===== config.mk =====
export PLATFORM = sky130hd
export DESIGN_NAME = id_char_tx
export DESIGN_NICKNAME = d
export VERILOG_FILES = /design/src/rtl/id_char_tx.sv
export SDC_FILE = /design/constraint.sdc
export NUM_CORES = 1
export LEC_CHECK = 0
export CAP_MARGIN = 0
export CORE_UTILIZATION = 45
export CTS_BUF_LIST = sky130_fd_sc_hd__clkbuf_4 sky130_fd_sc_hd__clkbuf_8 sky130_fd_sc_hd__clkbuf_16
export DETAILED_ROUTE_END_ITERATION = 16
export PLACE_DENSITY = 0.74
export SYNTH_ARGS = -nofsm -noshare
export SYNTH_HDL_FRONTEND = slang
export SYNTH_SLANG_ARGS = --single-unit

===== constraint.sdc =====
create_clock -name clk -period 6.8 [get_ports clk]
set_clock_uncertainty 0.1 [all_clocks]
set_input_delay 1.36 -clock clk [delete_from_list [all_inputs] [get_ports clk]]
set_output_delay 1.36 -clock clk [all_outputs]
set_load 0.01 [all_outputs]

===== src/rtl/id_char_tx.sv =====
`timescale 1ns/1ps
// ----------------------------------------------------------------------------
// id_char_tx
//   Transmit side of the identifier character stream. A packed string of up
//   to MAX_LEN ASCII chars is loaded, sent one char per valid/ready transfer
//   (char 0 first), and followed by the TERM char. A letter/digit/other
//   classifier tracks the sent chars; when the terminator transfers, end_num
//   reports whether the string ended on a letter-led run ending in a digit.
//
// Ports
//   clk         rising-edge clock
//   rst_n       synchronous reset, active-low
//   load_valid  load request
//   load_ready  high only in IDLE; load happens on load_valid && load_ready
//   load_len    char count (LW bits), clamped to MAX_LEN
//   load_data   char k in bits [8k+7:8k]
//   char_out    current char
//   char_valid  char_out valid
//   char_ready  sink accepts; char moves on char_valid && char_ready
//   busy        string in flight (SEND or TERM)
//   done        one-cycle pulse after the terminator transfers
//   end_num     classifier was AFTER_NUMBER before the terminator; valid with
//               done, held until the next load
// ----------------------------------------------------------------------------
module id_char_tx #(
   parameter int         MAX_LEN = 8,
   parameter logic [7:0] TERM    = 8'h20,
   localparam int        LW      = $clog2(MAX_LEN + 1)
) (
   input  logic                 clk,
   input  logic                 rst_n,
   input  logic                 load_valid,
   output logic                 load_ready,
   input  logic [LW-1:0]        load_len,
   input  logic [8*MAX_LEN-1:0] load_data,
   output logic [7:0]           char_out,
   output logic                 char_valid,
   input  logic                 char_ready,
   output logic                 busy,
   output logic                 done,
   output logic                 end_num
);

   typedef enum logic [1:0] {S_IDLE, S_SEND, S_TERM} state_e;
   typedef enum logic [1:0] {C_OTHER, C_LETTER, C_NUMBER} cls_e;

   state_e        state_q, state_d;
   cls_e          cls_q, cls_d;
   logic [LW-1:0] idx_q, idx_d;
   logic [LW-1:0] len_q, len_clamped;
   logic [7:0]    data_q [MAX_LEN];
   logic          done_q, done_d;
   logic          end_num_q, end_num_d;
   logic [7:0]    sel_char;
   logic          load_fire;

   function automatic logic is_letter(input logic [7:0] c);
      return ((c >= 8'h61) && (c <= 8'h7a)) || ((c >= 8'h41) && (c <= 8'h5a));
   endfunction

   function automatic logic is_digit(input logic [7:0] c);
      return (c >= 8'h30) && (c <= 8'h39);
   endfunction

   // Digits only extend a run that a letter started; from OTHER they stay OTHER.
   function automatic cls_e cls_next(input cls_e cur, input logic [7:0] c);
      cls_e nxt;
      nxt = C_OTHER;
      if (is_letter(c)) begin
         nxt = C_LETTER;
      end else if (is_digit(c) && (cur != C_OTHER)) begin
         nxt = C_NUMBER;
      end
      return nxt;
   endfunction

   assign load_ready  = (state_q == S_IDLE);
   assign char_valid  = (state_q != S_IDLE);
   assign busy        = (state_q != S_IDLE);
   assign done        = done_q;
   assign end_num     = end_num_q;
   assign load_fire   = load_valid && load_ready;
   assign len_clamped = (load_len > LW'(MAX_LEN)) ? LW'(MAX_LEN) : load_len;

   // Mux by comparison so the LW-bit index never has to match the array width.
   always_comb begin
      sel_char = 8'h00;
      for (int k = 0; k < MAX_LEN; k++) begin
         if (idx_q == LW'(k)) begin
            sel_char = data_q[k];
         end
      end
   end

   always_comb begin
      char_out = 8'h00;
      case (state_q)
         S_SEND:  char_out = sel_char;
         S_TERM:  char_out = TERM;
         default: char_out = 8'h00;
      endcase
   end

   always_comb begin
      state_d   = state_q;
      cls_d     = cls_q;
      idx_d     = idx_q;
      done_d    = 1'b0;
      end_num_d = end_num_q;
      case (state_q)
         S_IDLE: begin
            if (load_valid) begin
               idx_d     = '0;
               cls_d     = C_OTHER;
               end_num_d = 1'b0;
               state_d   = (len_clamped == '0) ? S_TERM : S_SEND;
            end
         end
         S_SEND: begin
            if (char_ready) begin
               cls_d = cls_next(cls_q, sel_char);
               if (idx_q == len_q - LW'(1)) begin
                  state_d = S_TERM;
               end else begin
                  idx_d = idx_q + LW'(1);
               end
            end
         end
         S_TERM: begin
            if (char_ready) begin
               end_num_d = (cls_q == C_NUMBER);
               done_d    = 1'b1;
               state_d   = S_IDLE;
            end
         end
         default: state_d = S_IDLE;
      endcase
   end

   always_ff @(posedge clk) begin
      if (!rst_n) begin
         state_q   <= S_IDLE;
         cls_q     <= C_OTHER;
         idx_q     <= '0;
         done_q    <= 1'b0;
         end_num_q <= 1'b0;
      end else begin
         state_q   <= state_d;
         cls_q     <= cls_d;
         idx_q     <= idx_d;
         done_q    <= done_d;
         end_num_q <= end_num_d;
      end
   end

   // String payload is only meaningful after a load, so it carries no reset.
   always_ff @(posedge clk) begin
      if (load_fire) begin
         len_q <= len_clamped;
         for (int k = 0; k < MAX_LEN; k++) begin
            data_q[k] <= load_data[8*k +: 8];
         end
      end
   end

endmodule

* After elaboration in Yosys (flattened, before gate mapping)
Memory sizes are Yosys's and may differ from the RTL's. Index checks and enable logic that the tools add are counted.
Word-level totals: RAM bits 64, register bits after elaboration 14, memories 1
Memories:
- data_q | depth 8, bits a word 8, rd ports 8, clocked after memory_dff 0, write ports 8, line 51 | logic [7:0] data_q [MAX_LEN];
Operators by class: reduce and logical (&&, ||, !) cells 18, add/subtract/negate cells 2, multiplexer cells 31, order comparisons 7, eq/ne operators 16
Operators with widths (number):
- 8-bit two-way mux | 8
- 2-bit two-way mux | 9
- 4-bit by 3-bit == test with 1-bit output, second input constant | 4
- 8-bit by 7-bit >= comparator with 1-bit output, second input constant | 2
- 8-bit by 7-bit <= comparator with 1-bit output, second input constant | 2
- 4-bit two-way mux | 4
- 8-bit case mux with 2 select lines | 1
- 2-bit != test, second input constant | 5
- 4-bit by 2-bit == test with 1-bit output, second input constant | 2
- 8-bit by 6-bit >= comparator with 1-bit output, second input constant | 1
- 8-bit by 6-bit <= comparator with 1-bit output, second input constant | 1
- 4-bit logical NOT | 2
- 4-bit case mux with 2 select lines | 1
- 4-bit AND reduction | 2
- 2-bit nonzero test | 4
- 2-bit case mux with 3 select lines | 1
- 3-bit AND reduction | 2
- 1-bit logical AND | 5
- 1-bit two-way mux | 5
- 4-bit by 1-bit adder with 4-bit output, second input constant | 1
- 2-bit == test, second input constant | 2
- 4-bit by 1-bit == test with 1-bit output, second input constant | 1
- 4-bit == test | 1
- 4-bit greater-than comparator, second input constant | 1
- other kinds (7) | 7

* Longest topological paths before layout
Gate-level depths: netlist (run 1).
word-level depth 16, mapped depth 10, gate-level depth less buffers 8

* Least setup slack after synthesis (run 1)
OpenSTA, ideal clock, no wires.
kind input port to flip-flop, start input port load_valid, end memory data_q[0][0], enable pin, path slack 3524 ps, arrival 2754 ps, stages on the path 2, buffers on the path 0, cell sequence nand2_1 -> inv_1
RTL lines:
- from (decl) | line 32 | input logic load_valid,
- to (decl) | line 51

* Worst setup path after layout (run 1)
start register idx_q[1], end output port char_out[0]
Between the ends: longest elaborated chain between the ends 10, elaborated cells on any way between the ends 17, those cells by class eq/ne: 7; mux: 9; reduce/logical: 1
Ends and longest elaborated chain:
- from (decl) | line 49 | logic [LW-1:0] idx_q, idx_d;
- from (signal assigned) | line 150 | idx_q <= idx_d;
- 4-bit logical NOT | line 89 | if (idx_q == LW'(k)) begin
- 8-bit two-way mux (7 in series) | line 89
- 8-bit two-way mux (*) | line 89
- 8-bit case mux with 2 select lines (*) | line 97 | case (state_q)
- to (decl) | line 36 | output logic [7:0] char_out,
Every way passes the cells marked *; elsewhere a longest branch is shown, timed or not.

==> results of run 1 <==
==> flip-flops by register name, indices dropped and copies added, names as in the netlist <==
name and count:
data_q 64, idx_q 4, len_q 4, cls_q 2, state_q 2, done 1
end_num 1
==> stage by stage <==
step                std cells  total power, mW  cell area, µm²
floorplan                 278            0.750            3540
CTS                       463             1.23            4640
detailed placement        447            0.849            4420
finish                    463             1.22            4640
global placement          447            0.848            4420
global route              463             1.27            4640
==> how the worst max path moves through the flow <==
stage                     slack, ps       start      endpoint
after floorplan                3520  load_valid  data_q[0][0]
after detailed placement       2630    idx_q[1]   char_out[0]
after CTS                      2250    idx_q[1]   char_out[0]
final                          2250    idx_q[1]   char_out[0]
after global routing           1970    idx_q[1]   char_out[4]
after global placement         2670    idx_q[1]   char_out[0]
==> power breakdown <==
part | internal [mW] | switching (mW)
Clock | 0.213 | 0.170
Combinational | 0.104 | 0.117
Sequential | 0.598 | 0.0208
Total | 0.915 | 0.307
==> area by class of cell <==
cell class / instances / share of cell area
clock buffer: 10 / 0.0283
timing repair buffer: 85 / 0.183
tap: 99 / 0.0267
multi-input combinational: 174 / 0.251
clock inverter: 6 / 0.0199
inverter: 11 / 0.00889
sequential: 78 / 0.483
==> placed cells by master, fill, tap and decap left out, types with 2 or more instances in the layout <==
cell type,count
clkdlybuf4s50_1,84
edfxtp_1,68
a21oi_1,18
nor2_1,15
o21ai_0,13
nand2_1,12
inv_1,10
dfxtp_1,10
nor2b_1,9
nand2b_1,9
clkbuf_8,9
ha_1,8
nand3_1,7
and2_1,6
a21o_1,5
o2bb2ai_1,5
nor3_1,5
o22ai_1,4
or3_1,4
a221oi_1,4
a22oi_1,4
xor2_1,4
xnor2_1,4
a221o_1,3
nor3b_1,3
o221ai_1,3
a32oi_2,2
a31oi_1,2
or4_1,2
and3_1,2
o211ai_1,2
nand4b_1,2
a21boi_0,2
bufinv_16,2
clkinvlp_4,2
inv_6,2
==> critical path, stage by stage (launching register included) <==
cell and delay (ps):
dfxtp_1 360, inv_1 110, ha_1 610, inv_1 280, or3_1 430, a32oi_1 390
nor3_1 80, clkdlybuf4s50_1 490
==> layer usage <==
| layer | routed length [µm] | part of all wire | vias up | GRT usage |
|---|---|---|---|---|
| li1 | - | - | 1217 | - |
| met3 | 531 | 0.069 | 17 | 0.0657 |
| met5 | 0 | 0 | - | 0 |
| met1 | 3080 | 0.40 | 1205 | 0.232 |
| met2 | 3880 | 0.50 | 98 | 0.339 |
| met4 | 192 | 0.025 | 0 | 0.0780 |
==> cells by family (layout without fill, tap and decap cells) <==
kind of cell,count (synthesis),after routing,synth area share
AND/OR/NAND/NOR,81,81,0.127
flip-flops,78,78,0.633
AO/OA/AOI/OAI,77,77,0.154
buffers and inverters,26,112,0.0385
adder cells (fa/ha/maj),8,8,0.0282
XOR/XNOR,8,8,0.0198
==> metrics.txt, run 1 <==
status=finished, final reports clean; sequential area share after synthesis=0.633; cts bufs inserted=9; CP arrival=3090 ps; clock insertion delay at the later pin of the skew report=~350 ps; Startpoint Class=register; post-synthesis instance total=~280; Max Slew Vio Count=0; synthesized area=0.00354 mm²; fillers=between 500 and 600; synth unique cells=50; core area=between 0.007 and 0.008 mm²; Tot GR Track Use=0.199; global route total overflow=0; Inserted Diodes=0; RR Endpoint=cls_q[0]; Final HPWL DP=5630 µm; Max VDD drop=~0.15 mV; # nets final=~440; hold path depth=2; worst reg2reg setup slack=between 3000 and 4000 ps; Starting Density=0.476; Ports=85; syn avg cell area=12.7 µm²; crit path max fanout=17; vias per cell=5.48; footprint of the multi-input gates=0.00116 mm²; Mapped Nets=358; Hold Crit Class=reg -> reg; DRC viols=0; pre-CTS setup slack=2630 ps; Hold Path Sink=cls_q[1]; final hold violation count=0; ys flop type=edfxtp_1; Die ar.=0.00823 mm²; synth top area cells=edfxtp_1 (58%), dfxtp_1 (5.6%), ha_1 (2.8%), a21oi_1 (2.5%), o21ai_0 (1.8%); Final Setup Violations=0; Core Rows=31; Yosys reg bits=78; post-layout util=0.624; RD Place Congestion=0.931; Clock Sinks=78; Critical Path RT=~5300 ps; Final ANT Viol Nets=0; Power Density=263 mW/mm²; Port Buffer Count=84; hold_ws=a little under 400 ps; Post-synth top cells=edfxtp_1 (68), a21oi_1 (18), nor2_1 (15); R2R depth=8; clock root buffer=clkbuf_8; period utilization=0.669; critical path class=reg -> out; achievable frequency=about 0.22 GHz; most frequent cell after synthesis=edfxtp_1; Die Span X=90.7 µm; Post-CTS Resized=0; Via Count=2,537; Ys Warns=0; wire length per cell=about 17 µm; HP Start=cls_q[1]; Final min period=about 4600 ps; vias in the first global route=2,631; number of max-cap violations=0; Crit. End Element=output port; Post-synth EDFFs=a little under 70; buffer count from post-CTS setup fixing=0; P_leak=1.56 nW; share of cells above drive strength 1=0.0632; CTS tree=done; aggregate routed wire length=7680 µm; Initial DRC Count=185; Post-synth ARST share=0; final worst-path setup slack=~2200 ps; Die Y=between 90 and 100 µm; hold_buf cts=0; setup TNS=0 ps; FF+latch area=around 0.0022 mm²; worst r2r src=idx_q[1]; first-pass GRT wire length=12,500 µm; pin slew with the least headroom to its limit=~830 ps; clk slew on worst S/H paths=approximately 80 ps; Area Growth Syn to Fin=31.1%; antenna violations before repair=0; Longest Clk Path Bufs=2; relative slew slack=0.445; RSZ-0062 raised after global routing=no; share of the synthesized area in the top cell type=0.576; post-synth top area cell=edfxtp_1; 1st-pass router iterations=5; H-tree depth=3; pin count of the biggest net entering global routing=69
(Power assumes the default switching activity.)
==> run 2: changes to the inputs <==
==> constraint.sdc (replaced) <==
create_clock -name clk -period 4.5 [get_ports clk]
set_clock_uncertainty 0.1 [all_clocks]
set_input_delay 0.9 -clock clk [delete_from_list [all_inputs] [get_ports clk]]
set_output_delay 0.9 -clock clk [all_outputs]
set_load 0.01 [all_outputs]
==> metrics.txt, run 2 (synthesis results as in run 1) <==
RD Place Congestion=0.843; buffer count from post-CTS setup fixing=0; # nets final=440; number of flip-flops in the largest register=64; post-layout util=0.624; crit path max fanout=17; RSZ-0062 raised after global routing=no; Max VDD drop=approximately 0.25 mV; biggest regs=data_q (64), idx_q (4), len_q (4); sequential share of power=0.515; internal power=1.33 mW; clk slew on worst S/H paths=about 90 ps; Final Setup Violations=0; Longest Clk Path Bufs=2; Critical Path RT=3500 ps; number of max-cap violations=0; Port Buffer Count=84; fillers=approximately 620; Initial DRC Count=92; clock root buffer=clkbuf_8; Die ar.=between 0.008 and 0.009 mm²; largest register by flop count=data_q; Hold Crit Class=reg -> reg; core area=0.00745 mm²; vias in the first global route=2,659; H-tree depth=3; 1st-pass router iterations=4; CTS tree=done; DRC viols=0; antenna violations before repair=0; pin slew with the least headroom to its limit=about 770 ps; wire length per cell=16.4 µm; aggregate routed wire length=~7600 µm; pin count of the biggest net entering global routing=36; Die Y=90.7 µm; Final HPWL DP=roughly 5600 µm; Via Count=2,489; Crit. End Element=output port; Post-CTS Resized=0; share of cells above drive strength 1=0.0658; critical path class=reg -> out; CP arrival=3170 ps; Combinational Power Share=0.185; most common cell after layout, fill and taps aside=clkdlybuf4s50_1; status=finished, final reports clean; Core Rows=31; P_leak=roughly 1.6 nW; Switching Share=0.266; achievable frequency=0.240 GHz; final hold violation count=0; Power Density=391 mW/mm²; most frequent cells in the layout=clkdlybuf4s50_1 (84), edfxtp_1 (68), a21oi_1 (18), nor2_1 (15), o21ai_0 (13); Final min period=4170 ps; Startpoint Class=register; hold_buf cts=0; Tot GR Track Use=0.201; clock insertion delay at the later pin of the skew report=approximately 350 ps; Max Slew Vio Count=0; P_sw=484 µW; first-pass GRT wire length=12,600 µm; vias per cell=5.36; Final ANT Viol Nets=0; cts bufs inserted=9; Ports=between 80 and 90; Die Span X=90.7 µm; Inserted Diodes=0; period utilization=0.927; Starting Density=0.476; Clock Sinks=78; Area Growth Syn to Fin=31.2%; clock network fraction of design power=0.300; relative slew slack=0.484; setup TNS=0 ps; global route total overflow=0
==> run 2: final timing paths <==
path | start | end | slack [ps] | depth (start not counted)
worst min-delay path | cls_q[1] | cls_q[1] | 400 | 2
worst max register to register | idx_q[1] | cls_q[0] | 1400 | 8
worst min register to register | cls_q[1] | cls_q[1] | 400 | 2
worst max-delay path | idx_q[1] | char_out[0] | 330 | 7
==> run 2: layout make-up <==
type                            count  area (µm²)  share of cell area
Inverter                           11        41.3             0.00888
Multi-Input combinational cell    174        1160               0.251
Clock buffer                        9         124              0.0266
Sequential cell                    78        2240               0.482
Timing Repair Buffer               86         868               0.187
Clock inverter                      7        85.1              0.0183
Tap cell                           99         124              0.0266
==> run 2: through the flow <==
stage | total power [mW] | std cells | setup WS (ps) | area, µm² | hold slack, ps
2_1_floorplan | 1.13 | 278 | 1680 | 3540 | 355
3_3_place_gp | 1.28 | 448 | 878 | 4440 | 374
3_5_place_dp | 1.29 | 448 | 766 | 4440 | 383
4_1_cts | 1.83 | 464 | 364 | 4650 | 396
5_1_grt | 1.90 | 464 | 170 | 4650 | 438
6_report | 1.82 | 464 | 328 | 4650 | 396
==> run 2: layer usage <==
metal	GRT usage	wire (µm)	up-vias
li1	-	-	1226
met1	0.233	3220	1171
met2	0.343	3730	74
met3	0.0547	446	18
met4	0.0968	217	0
met5	0	0	-
==> run 2: critical path, cell delays in order, from the launching register on <==
cell	delay, ps
dfxtp_1	370
inv_1	110
ha_1	600
inv_1	280
or3_1	430
a32oi_1	430
nor3_1	100
clkdlybuf4s50_1	500
==> run 2: power by group through the flow <==
stage | clock network (mW) | logic [mW] | registers [mW]
floorplan | 0 | 0.191 | 0.942
global route | 0.586 | 0.370 | 0.944
CTS | 0.559 | 0.338 | 0.936
finish | 0.545 | 0.336 | 0.935
detailed placement | 0 | 0.336 | 0.952
global placement | 0 | 0.332 | 0.952
